$ cat src/rtl/stream_demux_pkg.sv
// Shared types and constants for the stream demultiplexer.
// Latency: n/a (declarations only).
// Backpressure: n/a.
package stream_demux_pkg;

    localparam int DROP_CNT_W = 16;
    localparam int LANE_IDX_W = 4;

    typedef logic [LANE_IDX_W-1:0] lane_idx_t;

    function automatic logic [DROP_CNT_W-1:0] sat_inc(input logic [DROP_CNT_W-1:0] v);
        return (&v) ? v : v + 1'b1;
    endfunction

endpackage

$ cat src/rtl/demux_lane.sv
// One-entry output register for a single demux lane, zero-gated when empty.
// Latency: a word loaded at edge N is presented after edge N.
// Backpressure: holds its word until popped; load together with pop replaces it.
module demux_lane #(
    parameter int WIDTH = 8
) (
    input  logic             clk,
    input  logic             rst_n,
    input  logic             load,
    input  logic             pop,
    input  logic [WIDTH-1:0] d,
    output logic [WIDTH-1:0] q,
    output logic             valid
);

    logic [WIDTH-1:0] data_q;
    logic             vld_q;

    always_ff @(posedge clk or negedge rst_n) begin
        if (!rst_n) begin
            data_q <= '0;
            vld_q  <= 1'b0;
        end else begin
            if (load) begin
                data_q <= d;
            end
            vld_q <= load | (vld_q & ~pop);
        end
    end

    assign q     = vld_q ? data_q : '0;
    assign valid = vld_q;

endmodule

$ cat src/rtl/stream_demux.sv
// Registered 1-to-NOUT stream demux with unicast, broadcast and out-of-range drop.
// Latency: one cycle from accept to out_valid on the target lane(s).
// Backpressure: in_ready follows the target lane (all lanes for broadcast); drops never stall.
module stream_demux
    import stream_demux_pkg::*;
#(
    parameter int WIDTH = 8,
    parameter int NOUT  = 4,
    parameter int SELW  = $clog2(NOUT)
) (
    input  logic                  clk,
    input  logic                  rst_n,
    input  logic [WIDTH-1:0]      in_data,
    input  logic [SELW-1:0]       in_sel,
    input  logic                  in_bcast,
    input  logic                  in_valid,
    output logic                  in_ready,
    output logic [NOUT*WIDTH-1:0] out_data,
    output logic [NOUT-1:0]       out_valid,
    input  logic [NOUT-1:0]       out_ready,
    output logic [15:0]           drop_cnt
);

    lane_idx_t             sel_idx;
    logic [NOUT-1:0]       sel_hit;
    logic [NOUT-1:0]       free;
    logic [NOUT-1:0]       load;
    logic [NOUT-1:0]       pop;
    logic                  sel_ok;
    logic                  accept;
    logic                  drop;
    logic [DROP_CNT_W-1:0] drop_cnt_q;

    assign sel_idx = lane_idx_t'(in_sel);

    // An out-of-range select matches no lane, which is what flags it for dropping.
    always_comb begin
        sel_hit = '0;
        for (int k = 0; k < NOUT; k++) begin
            sel_hit[k] = (sel_idx == lane_idx_t'(k));
        end
    end

    assign sel_ok   = |sel_hit;
    assign free     = ~out_valid | out_ready;
    assign in_ready = in_bcast ? (&free) : (sel_ok ? |(sel_hit & free) : 1'b1);
    assign accept   = in_valid & in_ready;
    assign load     = accept ? (in_bcast ? {NOUT{1'b1}} : sel_hit) : '0;
    assign pop      = out_valid & out_ready;
    assign drop     = accept & ~in_bcast & ~sel_ok;

    for (genvar k = 0; k < NOUT; k++) begin : g_lane
        demux_lane #(
            .WIDTH(WIDTH)
        ) u_lane (
            .clk  (clk),
            .rst_n(rst_n),
            .load (load[k]),
            .pop  (pop[k]),
            .d    (in_data),
            .q    (out_data[k*WIDTH +: WIDTH]),
            .valid(out_valid[k])
        );
    end

    always_ff @(posedge clk or negedge rst_n) begin
        if (!rst_n) begin
            drop_cnt_q <= '0;
        end else if (drop) begin
            drop_cnt_q <= sat_inc(drop_cnt_q);
        end
    end

    assign drop_cnt = drop_cnt_q;

endmodule
$ cat config.mk
export PLATFORM = sky130hd
export DESIGN_NAME = stream_demux
export DESIGN_NICKNAME = d
export VERILOG_FILES = /design/src/rtl/stream_demux_pkg.sv /design/src/rtl/demux_lane.sv /design/src/rtl/stream_demux.sv
export SDC_FILE = /design/constraint.sdc
export NUM_CORES = 1
export LEC_CHECK = 0
export CORE_MARGIN = 3
export CORE_UTILIZATION = 46
export CTS_CLUSTER_DIAMETER = 80
export DETAILED_ROUTE_END_ITERATION = 6
export PLACE_DENSITY = 0.79
export SLEW_MARGIN = 20
export SYNTH_ARGS = -nofsm -noshare
export SYNTH_HDL_FRONTEND = slang
export SYNTH_SLANG_ARGS = --single-unit
$ cat constraint.sdc
create_clock -name clk -period 2.05 [get_ports clk]
set_input_delay 0.41 -clock clk [delete_from_list [all_inputs] [get_ports clk]]
set_output_delay 0.41 -clock clk [all_outputs]
set_load 0.03 [all_outputs]
=== After elaboration in Yosys (flattened, before gate mapping) ===
Index checks and enable logic that the tools add are counted.

* Memory bits (read-only): 0
* Memories: 0
* Output and inout bits: 53
* Bits in writable memories: 0
* Bits in latches: 0
* Logic and storage cells: 49
* Flip-flop bits (word level): 52
* Bits of input ports: 18

* Multiply operators: 0
* Reductions and logical operators: 6
* Bitwise operators: 22
* Divide/modulo/power cells: 0
* Muxes and demuxes: 8
* Add/subtract/negate cells: 1
* $lt $le $gt $ge: 0
* Shift operators: 0
* Equality and inequality tests: 3

{| class="wikitable"
|+ Operators by type and width
! kind !! count
|-
| 8-bit two-way mux || 4
|-
| 16-bit by 1-bit adder with 16-bit output, second input constant || 1
|-
| 16-bit AND reduction || 1
|-
| 4-bit AND || 2
|-
| 4-bit two-way mux || 2
|-
| 4-bit OR reduction || 2
|-
| 1-bit AND || 7
|-
| 1-bit inverter || 7
|-
| 2-bit == test, second input constant || 2
|-
| 4-bit logical NOT || 1
|-
| 4-bit inverter || 1
|-
| 1-bit bitwise OR || 4
|-
| 4-bit bitwise OR || 1
|-
| 4-bit AND reduction || 1
|-
| 2-bit by 1-bit == test with 1-bit output, second input constant || 1
|-
| 1-bit two-way mux || 2
|-
| 2-bit AND reduction || 1
|}

=== Longest topological paths before layout ===
Gate-level depths: netlist (run 1).

* Depth after elaboration: 10
* Mapped depth: 5
* Mapped depth without buffers: 4

=== Cells and area by module ===
A second synthesis (run 1) with hierarchy kept.

* Cells, all modules: 173
* Area, all modules: 2307.2 um2

{| class="wikitable"
|+ Modules (own cells, without submodules)
! module !! area each (um2) !! instances !! seq. area each (um2) !! cells each
|-
| demux_lane || 419.2 || 4 || 225.2 || 28
|-
| stream_demux || 630.6 || 1 || 400.4 || 61
|}

=== Least setup slack after synthesis (run 1) ===
OpenSTA, ideal clock, no wires.

* Path kind: in2out
* Start point: in in_bcast
* End point: out in_ready
* Slack: 265 ps
* Data required time: 1640 ps
* Buffers on the path: 1
* Stages: 4
* Arrival time: 1375 ps
* Cells stage by stage: buf_6 nor3b_1 a41oi_2 o22ai_1

* Longest elaborated chain between the ends: 1

{| class="wikitable"
|+ Ends and longest elaborated chain
! element !! line !! text
|-
| start, declared || stream_demux.sv:15 || <nowiki>input logic in_bcast,</nowiki>
|-
| 1-bit two-way mux || stream_demux.sv:46 || <nowiki>assign in_ready = in_bcast ? (&free) : (sel_ok ? |(sel_hit & free) : 1'b1);</nowiki>
|-
| end, declared || stream_demux.sv:17 || <nowiki>output logic in_ready,</nowiki>
|}

Every way passes these cells.

=== Final worst setup path (run 1) ===
* Start point: in out_ready[3]
* End point: out in_ready

* Longest elaborated chain between the ends: 5
* Elaborated cells on any way between the ends: 6
* Those cells by class: mux (2); bitwise (2); reduce/logical (2)

{| class="wikitable"
|+ Ends and longest elaborated chain
! element !! line !! text
|-
| start, declared || stream_demux.sv:20 || <nowiki>input logic [NOUT-1:0] out_ready,</nowiki>
|-
| 4-bit bitwise OR * || stream_demux.sv:45 || <nowiki>assign free = ~out_valid | out_ready;</nowiki>
|-
| 4-bit AND || stream_demux.sv:46 ||
|-
| 4-bit OR reduction || stream_demux.sv:46 ||
|-
| 1-bit two-way mux || stream_demux.sv:46 ||
|-
| 1-bit two-way mux * || stream_demux.sv:46 ||
|}

Every way passes the cells marked *; elsewhere a longest branch is shown, timed or not.

==> results, run 1 <==
- The number of core rows is 24.
- In the final design database the tool counted between 200 and 300 nets.
- The share of synthesized area in the top cell type comes to 0.576.
- The worst register-to-register path has a depth of 5.
- The largest clock skew in the final design is around 0.0047 ns.
- The worst hold slack is 0.380 ns.
- Entering global routing, the biggest net connects between 40 and 50 pins.
- The data arrival time at the worst-slack endpoint is approximately 1.6 ns.
- The antenna diode count is 0.
- The register bit count reported by yosys is between 50 and 60.
- In this run the horizontal extent of the chip is ~76 um.
- The max-cap check violation count is 0.
- The count of final hold-check violations was 0.
- After detailed routing, the number of vias per cell comes to ~4.8.
- Synthesis produced a netlist with a net count of about 200.
- After synthesis, the netlist uses 28 different library cells.
- The setup path with the least slack is of type input port to primary output.
- Setup violations remaining at the end of the flow were counted as 0.
- The library cell with the largest summed area after synthesis is sky130_fd_sc_hd__dfrtp_1.
- Power spread over the standard cell area amounts to about 930 nW/um^2.
- Buffers inserted during clock tree synthesis total 5.
- TritonCTS built the clock tree.
- The xor-xnor portion of the synthesized cell area is 0.
- In the global route stage, overall resource usage came out at 0.179.
- The fraction of the cycle the final worst path needs is 0.996.
- After clock tree synthesis, the clock-pin slew on the worst setup and hold paths is 0.09 ns.
- The flow ran to the end, and the final reports show no timing, DRC or antenna violations.
- The final weighted congestion of routability-driven global placement is 0.848.
- The first detailed-routing pass took 4 iterations.
- Of the total synthesized cell area, the portion taken by AND, OR, NAND and NOR gates is 0.188.
- The largest driver fanout on the critical path is 6.
- In the final layout, the multi-input gates occupy around 870 um^2.
- The element type at the critical path end is a primary output.
- The number of ports placed on the die boundary is a little over 70.
- The total negative setup slack is 0 ns.
- Of the cells placed in the final design, the portion with a size suffix greater than 1 is 0.300.
- The final layout contains routed wiring with a total length of 4.88 mm.
- The worst hold path stage count is 0.
- Each instance of the synthesized netlist takes up on average around 12 um^2.
- The most numerous cell in the Yosys netlist is sky130_fd_sc_hd__dfrtp_1.
- The final critical path time including I/O delays and setup is between 2 and 2.5 ns.
- Global routing finished with a remaining overflow of 0.
- Setup repair after global routing could not meet its margin everywhere.
- The worst hold path class is register to register.
- The total number of yosys warnings is 0.
- The static leakage is around 1.8 nW.
- The fraction of the mapped netlist area in adder cells is 0.
- The average routed wire per standard cell is approximately 15 um.
- The floorplan step defined a die boundary enclosing 5790 um^2.
- In the synthesized netlist, the cells that appear most often are sky130_fd_sc_hd__dfrtp_1 (52), sky130_fd_sc_hd__mux2_2 (25), sky130_fd_sc_hd__and2_1 (24), sky130_fd_sc_hd__nand2_1 (18), sky130_fd_sc_hd__clkbuf_1 (17).
- The tree is rooted in a sky130_fd_sc_hd__clkbuf_8.
- The area growth from synthesis to final layout is 44.7%.
- The H-tree level count is 2.
- Data on the critical path is required at its endpoint by approximately 1.6 ns.
- The placeable core region is 4530 um^2.
- The relative slew slack is 0.682.
- By area the synthesized netlist is led by sky130_fd_sc_hd__dfrtp_1 (58%), sky130_fd_sc_hd__mux2_2 (12%), sky130_fd_sc_hd__and2_1 (6.6%).
- The first global-routing pass estimated between 8 and 9 mm of wire.
- The y dimension of the die is roughly 76 um.
- The DRC violation total after the first TritonRoute iteration is between 70 and 80.
- The insertion delay to the later sink of the worst-skew pair is around 0.30 ns.
- The kind of start point of the critical path is an input port.
- VDD sags by at most ~0.66 mV.
- The most used flip-flop cell after synthesis is sky130_fd_sc_hd__dfrtp_1.
- The number of antenna violations at the first check in global routing came to 0.
- After synthesis, the largest family of logic cells by area is simple AND/OR/NAND/NOR gates.
- Fill cells in the final layout number 320.
- The number of global-route vias before repair came to about 1700.
- The synthesized design contains 0 enable-type register cells.
- The top achievable clock speed is 0.490 GHz.
- Buffers placed on the I/O ports in this run total 70.
- The area occupied by registers is around 1300 um^2.
- No sink is reached through more buffers than the 2 on the longest clock path.
- The initial standard-cell utilization of the core is 0.499.
- Summing every instance area after synthesis gives 2260 um^2.
- The register area share after synthesis is 0.576.
- At the pin with the least slew margin, the transition time is around 0.48 ns.
- Clock tree synthesis found a total of 52 sinks.
- In the synthesized netlist, the number of instances is roughly 180.
- The share of cell area taken by muxes after synthesis is 0.125.
- The fraction of the mapped netlist area in compound gates is 0.0642.
- The number of pins exceeding their max-slew limit in the final report is 0.
- Summing over every cut layer, the via total after detailed routing is 1550.
- The sum of net half-perimeters after detailed placement is around 3.5 mm.
- For this run, design rule violations remaining after detail routing come to 0.
- The fraction of registers with async set/reset is 1.00.
- Once detail routing completed, the nets flagged for antenna violations numbered 0.
logic make-up after synthesis:
logic type	Yosys count
mux	25
flops	52
compound gates	15
simple gates	68
buf+inv	23
worst paths after layout:
path	start	endpoint	slack (ns)
hold reg to reg	drop_cnt[8]$_DFFE_PN0P_	drop_cnt[8]$_DFFE_PN0P_	0.38
hold / removal	drop_cnt[8]$_DFFE_PN0P_	drop_cnt[8]$_DFFE_PN0P_	0.38
min in group asynchronous	rst_n	drop_cnt[1]$_DFFE_PN0P_	0.46
setup / recovery	out_ready[3]	in_ready	0.008
setup reg to reg	g_lane[3].u_lane.valid$_DFF_PN0_	g_lane[0].u_lane.data_q[7]$_DFFE_PN0P_	0.35
max in group asynchronous	rst_n	g_lane[3].u_lane.valid$_DFF_PN0_	1.10
through the flow:
stage                     power, W   util  std cells  setup slack (ns)  area, um^2
final                      0.00306  0.722        322           0.00762        3270
after global routing       0.00323  0.722        322           -0.0586        3270
after CTS                  0.00310  0.700        319           -0.0258        3170
after detailed placement   0.00242  0.672        310            -0.150        3050
after global placement     0.00239  0.672        310            -0.128        3050
after floorplan            0.00200      -        183             0.265        2260
state kept, by name (all words and copies together), names as in the netlist:
signal,flops
drop_cnt,16
g_lane.u_lane.data_q,32
g_lane.u_lane.valid,4
worst max-delay path, cell delays in order:
cell                              delay [ns]
sky130_fd_sc_hd__clkdlybuf4s50_1        0.40
sky130_fd_sc_hd__nand2b_4               0.17
sky130_fd_sc_hd__mux2_2                 0.28
sky130_fd_sc_hd__a21boi_2               0.11
sky130_fd_sc_hd__o22ai_1                0.08
sky130_fd_sc_hd__buf_4                  0.18
where the power goes:
group	switching [W]	internal [W]	total (W)
sequential	0.000130	0.00124	0.00137
clock	0.000321	0.000362	0.000684
combinational	0.000515	0.000492	0.00101
total	0.000966	0.00209	0.00306
layout make-up:
class                      instances  share of cell area
inverter                           1             0.00115
clock inverter                     2              0.0107
timing repair buffer              88               0.276
multi-input combinational        108               0.266
tap                               65              0.0249
clock buffer                       6              0.0222
sequential                        52               0.399
per-layer routing:
layer	GRT usage	vias up	routed length (um)
met5	0	-	0
met2	0.278	53	2220
li1	-	740	-
met3	0.0733	7	395
met4	0.0562	0	83
met1	0.230	750	2180
what timing repair did:
item / in CTS / in global routing
endpoints found under the setup margin: 33 / 27
gates resized for setup: 13 / 29
pin swaps: 1 / 0
hold buffers: 1 / 0
buffers inserted: 0 / 3
endpoints found under the hold margin: 6 / 0
cloned: 0 / 0
cells in the final DEF, fill, tap and decap left out, types with 2 or more instances in the layout:
cell	netlist	final
sky130_fd_sc_hd__mux2_2	25	25
sky130_fd_sc_hd__nor2b_1	2	2
sky130_fd_sc_hd__a41oi_2	2	2
sky130_fd_sc_hd__buf_4	4	17
sky130_fd_sc_hd__clkbuf_8	0	5
sky130_fd_sc_hd__dfrtp_2	0	4
sky130_fd_sc_hd__nand2_1	18	18
sky130_fd_sc_hd__clkdlybuf4s50_1	0	35
sky130_fd_sc_hd__o22ai_1	9	9
sky130_fd_sc_hd__nor2_1	3	3
sky130_fd_sc_hd__and2_2	8	8
sky130_fd_sc_hd__nand2_2	2	2
sky130_fd_sc_hd__dfrtp_1	52	48
sky130_fd_sc_hd__and2_1	24	24
sky130_fd_sc_hd__nand2b_4	1	3
sky130_fd_sc_hd__dlymetal6s2s_1	0	27
sky130_fd_sc_hd__dlygate4sd2_1	0	6
Power figures use the tool's default switching activity.
==> inputs of run 2 (changes only) <==
==> constraint.sdc (replaced) <==
create_clock -name clk -period 2.1 [get_ports clk]
set_input_delay 0.42 -clock clk [delete_from_list [all_inputs] [get_ports clk]]
set_output_delay 0.42 -clock clk [all_outputs]
set_load 0.03 [all_outputs]
==> results, run 2 (synthesis results as in run 1) <==
- The flow ran to the end, and the final reports show no timing, DRC or antenna violations.
- The number of nets in the final layout is 269.
- The top achievable clock speed is roughly 0.48 GHz.
- The most common library cell in the layout ignoring fill and taps is sky130_fd_sc_hd__clkdlybuf4s50_1.
- From synthesis to final layout, the design area changed by 42.0%.
- At the end of routability-driven placement, the weighted congestion stood at ~0.91.
- More flip-flops sit in one register than any other, and that register is g_lane.u_lane.data_q.
- The number of vias in the routed layout is 1552.
- After detailed placement, the total cell area comes to between 3000 and 4000 um^2.
- The number of buffers inserted during clock tree synthesis is 5.
- The number of antenna violations at the first check in global routing is 0.
- The initial standard-cell utilization of the core is 0.499.
- The largest vdd supply drop is roughly 0.58 mV.
- The top cell types in the final layout, fill and taps aside, are sky130_fd_sc_hd__clkdlybuf4s50_1 (57), sky130_fd_sc_hd__dfrtp_1 (48), sky130_fd_sc_hd__mux2_2 (25).
- After detailed routing, the number of remaining DRC violations is 0.
- The routed wire length is 4.96 mm.
- The max-cap check violation count is 0.
- The count of endpoints failing setup in the final report is 0.
- The worst setup path is launched from an input port.
- The number of cells in the design after placement is about 300.
- The H-tree level count is 2.
- After clock tree synthesis, the setup repair step added 0 buffers.
- Across every metal layer, demand over resource in global routing totals 0.178.
- In the routed layout, each cell is associated on average with a via count of about 5.
- The final critical path time including I/O delays and setup is 2.10 ns.
- In this run, the number of DRC markers left after iteration 0 of detailed routing was 84.
- For this design the top-level I/O count stands at just over 70.
- The startpoint identified for the worst register-to-register timing path is g_lane[2].u_lane.valid$_DFF_PN0_.
- In this run the clock root is driven by a sky130_fd_sc_hd__clkbuf_8.
- 0 antenna diodes ended up in the layout.
- The die outline area is about 5800 um^2.
- The largest clock skew in the final design is 0.00719 ns.
- The die outline width is 76.1 um.
- Setup repair after global routing could not meet its margin everywhere.
- The count of final hold-check violations is 0.
- The pin count of the biggest net entering global routing is 24.
- The register with the most flip-flops in the layout has 32 of them.
- The data arrival time at the worst-slack endpoint is approximately 1.7 ns.
- The relative slew slack is 0.670.
- The data required time at the worst endpoint is 1.68 ns.
- The CTS tree is yes.
- The global-route wire length before repair is between 8 and 9 mm.
- Global routing finished with a remaining overflow of 0.
- The first TritonRoute pass finished after 4 iterations.
- The number of nets with antenna violations after detailed routing is 0.
- The fraction of layout cells with a size suffix above 1 is 0.291.
- The maximum clock insertion buffer count is 2.
- The later pin in the worst-skew pair is clocked with a latency of around 0.30 ns.
- The count of input and output buffers is 70.
- The largest driver fanout on the critical path is 4.
- Clock-pin slew was measured on the worst setup and hold paths at around 0.090 ns.
- The total of hold buffers inserted after clock tree synthesis is 0.
- The path depth of the worst reg2reg path is 6.
- Dividing the detail-routed wire length by the instance count gives between 15 and 20 um.
- The final cell count without fillers is 316.
- After floorplanning, the core was divided into 24 placement rows.
- The worst hold path belongs to the class input port to async pin.
- The critical path is of the input port to primary output type.
- The worst setup path is captured at a primary output.
- The total power divided by cell area is between 900 and 1000 nW/um^2.
- The number of sinks driven by the clock tree is 52.
- The y dimension of the die is 76.1 um.
- The static leakage is roughly 1.5 nW.
- Of the available clock period, the critical path in the final layout requires 0.998.
- In this run the critical register-to-register path is captured at g_lane[3].u_lane.data_q[3]$_DFFE_PN0P_.
- The sum of net half-perimeters after detailed placement is approximately 3.6 mm.
- The placeable core region is 4530 um^2.
- The worst reg-to-reg setup slack is about 0.42 ns.
- For the pin with the worst max-slew slack, the measured transition is 0.496 ns.
- The number of pins exceeding their max-slew limit in the final report is 0.
- Once layout is done, the placed cells without fillers occupy roughly 3200 um^2.
- The number of global-route vias before repair is roughly 1700.
run 2: area by class of cell:
class                           instances  area (um^2)
Clock inverter                          2         60.1
Tap cell                               65         81.3
Sequential cell                        52         1310
Clock buffer                            5         68.8
Multi-Input combinational cell        108          870
Inverter                                1         3.75
Timing Repair Buffer                   83          821
Fill cell                             329         1320
run 2: how the worst max path moves through the flow:
| stage | startpoint | slack (ns) | cells after the start | endpoint |
|---|---|---|---|---|
| floorplan | in_bcast | 0.29 | 4 | in_ready |
| finish | out_ready[2] | 0.004 | 5 | in_ready |
| global placement | in_sel[0] | -0.06 | 5 | in_ready |
| global route | out_ready[0] | -0.05 | 5 | in_ready |
| detailed placement | in_sel[0] | -0.10 | 5 | in_ready |
| CTS | out_ready[2] | -0.07 | 6 | in_ready |
run 2: critical path, stage by stage:
cell and delay [ns]:
sky130_fd_sc_hd__clkdlybuf4s50_1 0.41, sky130_fd_sc_hd__nand2b_4 0.17, sky130_fd_sc_hd__a41oi_2 0.34, sky130_fd_sc_hd__o22ai_1 0.15, sky130_fd_sc_hd__buf_4 0.19
run 2: through the flow:
step                      utilization  TNS [ns]  setup WS [ns]  hold slack [ns]  power [W]
after detailed placement        0.673    -0.914         -0.103            0.364    0.00237
after floorplan                     -         0          0.295            0.124    0.00195
after global placement          0.673    -0.132        -0.0558            0.365    0.00234
after CTS                       0.701    -0.138        -0.0656           0.0694    0.00314
after global routing            0.708   -0.0494        -0.0494           0.0763    0.00327
final                           0.708         0        0.00401           0.0679    0.00311
run 2: report_power, final:
group	total [W]	internal, W	leakage [nW]	switching [W]
Clock	0.000771	0.000469	0.0642	0.000303
Sequential	0.00133	0.00121	0.650	0.000124
Combinational	0.00101	0.000492	0.760	0.000513
Total	0.00311	0.00217	1.47	0.000940
run 2: layer usage:
| layer | part of all wire | GRT usage | vias up | wire [um] |
|---|---|---|---|---|
| met2 | 0.46 | 0.292 | 57 | 2280 |
| met1 | 0.45 | 0.218 | 756 | 2250 |
| met3 | 0.073 | 0.0697 | 9 | 364 |
| li1 | - | - | 730 | - |
| met5 | 0 | 0 | - | 0 |
| met4 | 0.014 | 0.0543 | 0 | 71 |
run 2: timing repair:
action                     CTS  global route
setup endpoints to repair   21            18
gates resized for setup      9            11
pin swaps                    0             1
